File: config.mk
export PLATFORM = sky130hd
export DESIGN_NAME = snk68_sound_latch
export DESIGN_NICKNAME = d
export VERILOG_FILES = /design/src/rtl/snk68_pkg.sv /design/src/rtl/snk68_strobe_edge.sv /design/src/rtl/snk68_sound_latch.sv
export SDC_FILE = /design/constraint.sdc
export NUM_CORES = 1
export LEC_CHECK = 0
export ABC_CLOCK_PERIOD_IN_PS = 1680
export BUFFER_PORTS_ARGS = -buffer_cell sky130_fd_sc_hd__buf_2
export CAP_MARGIN = 10
export CORE_ASPECT_RATIO = 2
export CORE_MARGIN = 5
export CORE_UTILIZATION = 42
export DETAILED_ROUTE_END_ITERATION = 6
export PLACE_DENSITY = 0.71
export SLEW_MARGIN = 20
export SYNTH_ARGS = -nofsm -noshare
export SYNTH_HDL_FRONTEND = slang
export SYNTH_SLANG_ARGS = --single-unit
File: constraint.sdc
create_clock -name clk -period 1.68 [get_ports clk]
set_input_delay 0 -clock clk [delete_from_list [all_inputs] [get_ports clk]]
set_output_delay 0 -clock clk [all_outputs]
set_load 0.05 [all_outputs]
File: src/rtl/snk68_pkg.sv
// Shared constants and helpers for the SNK68 68000 <-> Z80 sound command path.
package snk68_pkg;

    typedef logic [0:0] nmi_state_t;

    localparam nmi_state_t NMI_IDLE  = 1'b0;
    localparam nmi_state_t NMI_PULSE = 1'b1;

    localparam logic [23:0] M68K_LATCH_ADDR = 24'h080000;
    localparam logic [23:0] M68K_REPLY_ADDR = 24'h0F8000;
    localparam logic [15:0] Z80_LATCH_ADDR  = 16'hF800;

    localparam int unsigned NMI_WIDTH_DEFAULT = 16;

    function automatic logic [7:0] lane_select(input logic [15:0] data, input bit byte_hi);
        return byte_hi ? data[15:8] : data[7:0];
    endfunction

    function automatic logic [15:0] lane_place(input logic [7:0] data, input bit byte_hi);
        return byte_hi ? {data, 8'h00} : {8'h00, data};
    endfunction

endpackage

File: src/rtl/snk68_strobe_edge.sv
// Turns a level strobe into a one-clock event on its rising or falling edge.
module snk68_strobe_edge #(
    parameter bit RISE = 1'b1
) (
    input  logic clk,
    input  logic reset_n,
    input  logic strobe,
    output logic pulse
);

    logic hist_q;
    logic primed_q;

    // The first cycle after reset only loads the history, so a strobe already
    // asserted across reset release never looks like an edge.
    always_ff @(posedge clk) begin
        if (!reset_n) begin
            hist_q   <= 1'b0;
            primed_q <= 1'b0;
        end else begin
            hist_q   <= strobe;
            primed_q <= 1'b1;
        end
    end

    assign pulse = primed_q & (RISE ? (strobe & ~hist_q) : (~strobe & hist_q));

endmodule

File: src/rtl/snk68_sound_latch.sv
// Bidirectional 68000 <-> Z80 sound command latches with NMI generation and status.
module snk68_sound_latch
    import snk68_pkg::*;
#(
    parameter int unsigned NMI_WIDTH    = NMI_WIDTH_DEFAULT,
    parameter bit          M68K_BYTE_HI = 1'b1
) (
    input  logic        clk,
    input  logic        reset_n,
    input  logic        m68k_latch_cs,
    input  logic        z80_latch_read_cs,
    input  logic [15:0] m68k_dout,
    output logic [15:0] m68k_latch_din,
    input  logic        z80_latch_cs,
    input  logic        z80_rd_n,
    input  logic        z80_wr_n,
    input  logic [7:0]  z80_dout,
    output logic [7:0]  z80_latch_dout,
    output logic        z80_nmi_n,
    output logic        cmd_pending,
    output logic        reply_pending,
    output logic        cmd_overrun
);

    localparam logic [7:0] NMI_RELOAD = 8'(NMI_WIDTH - 1);

    logic m68k_wr_ev, m68k_rd_ev, z80_wr_ev, z80_rd_ev;

    snk68_strobe_edge #(.RISE(1'b1)) u_m68k_wr (
        .clk     (clk),
        .reset_n (reset_n),
        .strobe  (m68k_latch_cs),
        .pulse   (m68k_wr_ev)
    );

    // Reads complete on the falling edge so the data holds for the whole access.
    snk68_strobe_edge #(.RISE(1'b0)) u_m68k_rd (
        .clk     (clk),
        .reset_n (reset_n),
        .strobe  (z80_latch_read_cs),
        .pulse   (m68k_rd_ev)
    );

    snk68_strobe_edge #(.RISE(1'b1)) u_z80_wr (
        .clk     (clk),
        .reset_n (reset_n),
        .strobe  (z80_latch_cs & ~z80_wr_n),
        .pulse   (z80_wr_ev)
    );

    snk68_strobe_edge #(.RISE(1'b0)) u_z80_rd (
        .clk     (clk),
        .reset_n (reset_n),
        .strobe  (z80_latch_cs & ~z80_rd_n),
        .pulse   (z80_rd_ev)
    );

    logic [7:0] soundlatch_q, soundlatch_d;
    logic [7:0] soundlatch2_q, soundlatch2_d;
    logic       cmd_pending_q, cmd_pending_d;
    logic       reply_pending_q, reply_pending_d;
    logic       cmd_overrun_q, cmd_overrun_d;
    nmi_state_t state_q, state_d;
    logic [7:0] cnt_q, cnt_d;
    logic       nmi_n_q, nmi_n_d;

    always_comb begin
        soundlatch_d    = soundlatch_q;
        soundlatch2_d   = soundlatch2_q;
        cmd_pending_d   = cmd_pending_q;
        reply_pending_d = reply_pending_q;
        cmd_overrun_d   = cmd_overrun_q;

        // Writes are applied after reads so a same-cycle write wins.
        if (z80_rd_ev) cmd_pending_d = 1'b0;
        if (m68k_wr_ev) begin
            soundlatch_d  = lane_select(m68k_dout, M68K_BYTE_HI);
            cmd_pending_d = 1'b1;
            if (cmd_pending_q) cmd_overrun_d = 1'b1;
        end

        if (m68k_rd_ev) reply_pending_d = 1'b0;
        if (z80_wr_ev) begin
            soundlatch2_d   = z80_dout;
            reply_pending_d = 1'b1;
        end
    end

    // A write during a pulse just reloads the counter, so the Z80 sees one NMI edge.
    always_comb begin
        state_d = state_q;
        cnt_d   = cnt_q;
        nmi_n_d = nmi_n_q;
        if (m68k_wr_ev) begin
            state_d = NMI_PULSE;
            cnt_d   = NMI_RELOAD;
            nmi_n_d = 1'b0;
        end else begin
            unique case (state_q)
                NMI_PULSE: begin
                    if (cnt_q == 8'd0) begin
                        state_d = NMI_IDLE;
                        nmi_n_d = 1'b1;
                    end else begin
                        cnt_d = cnt_q - 8'd1;
                    end
                end
                default: ;
            endcase
        end
    end

    always_ff @(posedge clk) begin
        if (!reset_n) begin
            soundlatch_q    <= 8'h00;
            soundlatch2_q   <= 8'h00;
            cmd_pending_q   <= 1'b0;
            reply_pending_q <= 1'b0;
            cmd_overrun_q   <= 1'b0;
            state_q         <= NMI_IDLE;
            cnt_q           <= 8'd0;
            nmi_n_q         <= 1'b1;
        end else begin
            soundlatch_q    <= soundlatch_d;
            soundlatch2_q   <= soundlatch2_d;
            cmd_pending_q   <= cmd_pending_d;
            reply_pending_q <= reply_pending_d;
            cmd_overrun_q   <= cmd_overrun_d;
            state_q         <= state_d;
            cnt_q           <= cnt_d;
            nmi_n_q         <= nmi_n_d;
        end
    end

    assign z80_latch_dout = soundlatch_q;
    assign m68k_latch_din = lane_place(soundlatch2_q, M68K_BYTE_HI);
    assign z80_nmi_n      = nmi_n_q;
    assign cmd_pending    = cmd_pending_q;
    assign reply_pending  = reply_pending_q;
    assign cmd_overrun    = cmd_overrun_q;

endmodule

==> results of run 1 <==
==> flip-flops by register name (all words and copies together) (netlist names) <==
| signal | count |
|---|---|
| cmd_pending | 1 |
| u_m68k_rd.primed_q | 1 |
| cnt_q | 8 |
| soundlatch2_q | 8 |
| u_m68k_wr.hist_q | 1 |
| cmd_overrun | 1 |
| z80_nmi_n | 1 |
| reply_pending | 1 |
| u_z80_wr.hist_q | 1 |
| u_z80_rd.hist_q | 1 |
| state_q | 1 |
| u_m68k_rd.hist_q | 1 |
| z80_latch_dout | 8 |
==> worst reg2reg max path, cell delays in order (launching register included) <==
cell     delay, ps
dfxtp_2        330
inv_2           80
ha_4           130
or4b_4         460
or2_4          280
o311a_1        280
==> logic make-up after synthesis <==
| logic type | Yosys count | share of synthesized area [%] |
|---|---|---|
| compound gates | 30 | 14.5 |
| mux | 11 | 7.57 |
| flops | 34 | 46.8 |
| fa+ha+maj | 2 | 1.72 |
| other cells | 1 | 0.258 |
| simple gates | 57 | 21.0 |
| buf+inv | 20 | 8.09 |
==> placed cells by master, fill, tap and decap left out, types with 3 or more instances in the layout <==
cell and instances:
buf_2 42, dfxtp_1 32, dlygate4sd3_1 21, nand2_1 19, a21oi_1 18, nor2_1 13
buf_4 12, mux2i_1 11, conb_1 8, clkbuf_8 6, inv_1 3, nor3_1 3
nand3_1 3, and2_1 3
==> power groups by stage <==
stage	combinational [µW]	clock [µW]	sequential, µW
3_3_place_gp	371	0	887
3_5_place_dp	375	0	888
4_1_cts	413	635	870
6_report	421	622	872
2_1_floorplan	206	0	959
5_1_grt	459	674	877
==> per-stage QoR <==
step / cell area, µm² / power (µW) / util (%)
floorplan: 1480 / 1170 / -
global placement: 1730 / 1260 / 51.1
detailed placement: 1730 / 1260 / 51.1
CTS: 2030 / 1920 / 60.1
global route: 2040 / 2010 / 60.5
finish: 2050 / 1910 / 60.6
==> layout make-up <==
class,instances,area share [%]
Antenna cell,1,0.122
Timing Repair Buffer,75,24.9
Clock buffer,7,4.22
Clock inverter,1,0.244
Multi-Input combinational cell,108,34.2
Inverter,5,0.917
Sequential cell,34,33.4
Tap cell,32,1.96
==> worst paths after layout <==
path         slack, ps                end
max                 10           cnt_q[0]
min                 20    u_z80_rd.hist_q
max reg2reg         10           cnt_q[0]
min reg2reg        450  z80_latch_dout[3]
==> routing by layer <==
layer / GRT usage (%) / routed length [µm] / vias up
met1: 16.4 / 1260 / 609
met5: 0 / 0 / -
li1: - / - / 671
met4: 9.41 / 77 / 0
met3: 4.47 / 168 / 6
met2: 31.1 / 2150 / 35
==> timing repair <==
item                                    in CTS  in global routing
hold buffers                                21                  0
endpoints found under the setup margin       0                  2
hold endpoints to repair                    20                  0
gates resized for setup                      0                  6
==> metrics, run 1 <==
stages on the worst setup path 5; startpoint types flip-flop; Yosys top cell area share 46.8%; Net Switching 565 µW; max-slew violations 0; largest net degree at the start of global routing 15; Die Y 93.2 µm; postcts setup bufs 0; Routed WL 3.65 mm; Die ar. 0.00481 mm²; CP cell instances inv_2 -> ha_4 -> or4b_4 -> or2_4 -> o311a_1; CTS Buf Count 5; DP HPWL 2.55 mm; status completed; Crit Path Max Fanout 3; core area 0.00338 mm²; gpl congestion 0.760; Storage cell area 683 µm²; Worst Path Required 1860 ps; PD cells 935 mW/mm²; H-tree levels 2; fillcell total 280; async set or reset register ratio after synthesis 0%; Hold Path Origin z80_rd_n; Hold Path Depth 3; delay-heaviest family, CP simple AND/OR/NAND/NOR gates; leakage power 0.000896 µW; CP max stage delay 460 ps; Iter 0 DRT Violations 21; Area Overhead vs Synth 40.8%; Clk pwr share 32.5%; die span in x 51.6 µm; Net Sw Frac 29.5%; MaxCap Viol Count 0; Pre-antenna DRT Iters 4; layout cells sized above 1 33.0%; number of synthesized flops with an enable pin 0; Setup WS post-layout 14.0 ps; reg2reg start cnt_q[0]; Max Clock Skew 5.03 ps; initial antenna violation count 0; gr ovfl total 0; CP startpoint cnt_q[0]; Register-to-Register Path Depth 5; vias 1,321; Max Clock Freq 600 MHz; Vias/cell 5.02; first-pass GRT wire length 6.13 mm; Port Buf Inserts 42; maximum vdd drop 0.000717 V; worst hold slack 16.1 ps; Worst Path Buf+Inv 1; Seq/Total Area, Yosys 46.8%; Hold Fails Final Rpt 0; num rows 30; post-synth top area cell dfxtp_1; Hold Crit Class primary input to flip-flop; Final Cycle Share 99.2%; Synth cell types 38; Commonest cells post-synth 34 x dfxtp_1, 19 x nand2_1, 18 x a21oi_1; CTS tree yes; non-filler cells, final 263; vias in the first global route 1,344; Final setup viols 0; post-synthesis register bit count 34; sequential group share of total power 45.6%; Final min period 1670 ps; Clock Latency Late Sink 290 ps; CP Class flip-flop to flip-flop; arrival time at the worst endpoint 1840 ps; Syn. warnings 0; Initial Util 43.0%; residual DRC count 0; clock-pin slew on the worst setup and hold paths 70 ps; Multi-input gate area 701 µm²; drt wl/cell 13.9 µm; Synth Flop Type dfxtp_1; pre-CTS setup slack 11.8 ps; Post-Syn Instances 155; Combinational Power Share 22.0%; Routed Antenna Nets 0; count leader, synth dfxtp_1; nets 262; Root Driver clkbuf_8; Worst setup EP type flip-flop; CTS max path bufs 2; Int Power 1350 µW; post-route setup TNS 0 ps; RSZ-0062 raised after global routing true; GRT Total Usage 17.0%; Synth Area per Inst 9.38 µm²; Area contributors post-synth dfxtp_1 47%, mux2i_1 7.6%, a21oi_1 6.2%; clk sinks 34; IO Count 59; CP max stage cell or4b_4; placed cell count 233; Cell Area, Synth 0.00145 mm²
Note: power is estimated with default switching activity, not from simulation.
==> inputs of run 2 (changes only) <==
--- a/config.mk
+++ b/config.mk
@@ -5,14 +5,14 @@
 export SDC_FILE = /design/constraint.sdc
 export NUM_CORES = 1
 export LEC_CHECK = 0
-export ABC_CLOCK_PERIOD_IN_PS = 1680
+export ABC_CLOCK_PERIOD_IN_PS = 1800
 export BUFFER_PORTS_ARGS = -buffer_cell sky130_fd_sc_hd__buf_2
 export CAP_MARGIN = 10
 export CORE_ASPECT_RATIO = 2
 export CORE_MARGIN = 5
-export CORE_UTILIZATION = 42
+export CORE_UTILIZATION = 47
 export DETAILED_ROUTE_END_ITERATION = 6
-export PLACE_DENSITY = 0.71
+export PLACE_DENSITY = 0.88
 export SLEW_MARGIN = 20
 export SYNTH_ARGS = -nofsm -noshare
 export SYNTH_HDL_FRONTEND = slang
==> constraint.sdc (replaced) <==
create_clock -name clk -period 1.8 [get_ports clk]
set_input_delay 0 -clock clk [delete_from_list [all_inputs] [get_ports clk]]
set_output_delay 0 -clock clk [all_outputs]
set_load 0.05 [all_outputs]
==> metrics, run 2 (same netlist as run 1, synthesis figures left out) <==
Worst Path Required 1980 ps (+120 ps); num rows 28 (-6.7%); clk sinks 34 (unchanged); Crit Path Max Fanout 3 (unchanged); post-route setup TNS 0 ps (unchanged); vias 1,344 (+1.7%); layout cells sized above 1 29.3% (-3.7 points); Clock Latency Late Sink 290 ps (about the same); IO Count 59 (unchanged); Worst setup EP type flip-flop; Final setup viols 0 (unchanged); GRT Total Usage 20.6% (+3.6 points); CP Class flip-flop to flip-flop; max-slew violations 0 (unchanged); core area 0.00298 mm² (-12%); Hold Fails Final Rpt 0 (unchanged); initial antenna violation count 0 (unchanged); PD cells 940 mW/mm² (+0.51%); startpoint types flip-flop; Register-to-Register Path Depth 5 (unchanged); crit path capture cnt_q[0]; Setup WS post-layout 89.8 ps (+75.8 ps); arrival time at the worst endpoint 1890 ps (+50 ps); residual DRC count 0 (unchanged); gr ovfl total 0 (unchanged); Slew @ Worst Pin 604 ps; vias in the first global route 1,394 (+3.7%); maximum vdd drop 0.000856 V (+19%); H-tree levels 2 (unchanged); Iter 0 DRT Violations 33 (+57%); Final min period 1710 ps (+44.2 ps); Vias/cell 5.27 (+4.9%); worst reg2reg path endpoint cnt_q[0]; Routed Antenna Nets 0 (unchanged); Die Y 88.7 µm (-4.9%); DP HPWL 2.45 mm (-4.0%); status completed; reg2reg start cnt_q[1]; MaxCap Viol Count 0 (unchanged); worst hold slack 23.1 ps (+7.03 ps); CP startpoint cnt_q[1]; Root Driver clkbuf_8; CTS max path bufs 2 (unchanged); Area Overhead vs Synth 38.2%; postcts setup bufs 0 (unchanged); CTS tree yes; die span in x 49.3 µm (-4.4%); relative slew slack 59.8%; first-pass GRT wire length 6.82 mm (+11%); Routed WL 4.08 mm (+12%); RSZ-0062 raised after global routing false; drt wl/cell 16.0 µm (+15%); fillcell total 188 (-33%); Port Buf Inserts 42 (unchanged); most common cell after layout, fill and taps aside buf_2; Ant. Diodes 0 (-1); Tot Pwr 1890 µW (-1.3%); clock-pin slew on the worst setup and hold paths 70 ps (about the same); largest net degree at the start of global routing 19 (+4); Die ar. 0.00437 mm² (-9.1%); reg2reg setup slack 90 ps (+80 ps); Initial Util 48.8% (+5.8 points); Hold Crit Class primary input to flip-flop; gpl congestion 0.729 (-4.1%); Max Clock Freq 585 MHz (-2.6%); pre-CTS setup slack 114 ps (+102 ps); Max Clock Skew 3.96 ps (-1.07 ps); CTS Buf Count 5 (unchanged); Final Cycle Share 95.0% (-4.2 points); Pre-antenna DRT Iters 4 (unchanged); most frequent cells in the layout 42 x buf_2, 34 x dfxtp_1, 21 x dlygate4sd3_1; Post-Route Utilization 67.5% (+6.9 points); nets 257 (-1.9%); leakage power 0.000875 µW (-2.3%)
-- run 2: cell types whose count changed in the layout (fill, tap and decap cells not counted), sizes merged --
cell / before / now
bufinv: 0 / 1
buf: 54 / 49
diode: 1 / 0
clkinv: 1 / 0
-- run 2: worst min-delay path by stage --
stage                         from                  to  slack (ps)  cells after the start
after global placement    z80_wr_n     u_z80_wr.hist_q         190                      2
final                     z80_rd_n     u_z80_rd.hist_q          20                      3
after global routing      z80_rd_n     u_z80_rd.hist_q          40                      3
after floorplan            reset_n  u_m68k_rd.primed_q          30                      0
after detailed placement  z80_wr_n     u_z80_wr.hist_q         200                      2
after CTS                 z80_rd_n     u_z80_rd.hist_q          20                      3
-- run 2: power breakdown --
group	total [µW]	leakage [µW]	switching (µW)	internal (µW)
clock	700	0.0000524	286	414
combinational	376	0.000545	231	145
sequential	813	0.000278	23.5	790
-- run 2: layout make-up --
| cell class | instances | area (µm²) | area share [%] |
|---|---|---|---|
| Clock buffer | 7 | 76.3 | 3.80 |
| Clock inverter | 1 | 30.0 | 1.49 |
| Inverter | 5 | 18.8 | 0.934 |
| Multi-Input combinational cell | 108 | 693 | 34.5 |
| Sequential cell | 34 | 681 | 33.9 |
| Tap cell | 30 | 37.5 | 1.87 |
| Timing Repair Buffer | 70 | 473 | 23.5 |
-- run 2: metal layers --
layer / vias to the layer above / GRT usage [%] / share of wire (%)
met3: 11 / 5.06 / 7.3
met4: 0 / 12.5 / 2.9
met2: 65 / 36.4 / 56
li1: 655 / - / -
met1: 613 / 21.5 / 34
met5: - / 0 / 0
-- run 2: timing repair --
item                                    in CTS  in global routing
hold buffers                                21                  0
endpoints found under the setup margin       0                  1
endpoints found under the hold margin       20                  0
gates resized for setup                      0                  1
-- run 2: critical path, cell delays in order, from the launching register on --
cell	delay [ps]
dfxtp_1	330
inv_1	80
ha_1	170
or4b_4	480
or2_4	260
o311a_1	280
-- run 2: stage by stage --
stage               std cells  area [µm²]
floorplan                 162        1480
finish                    255        2010
detailed placement        226        1690
CTS                       255        2000
global route              255        2010
global placement          226        1690
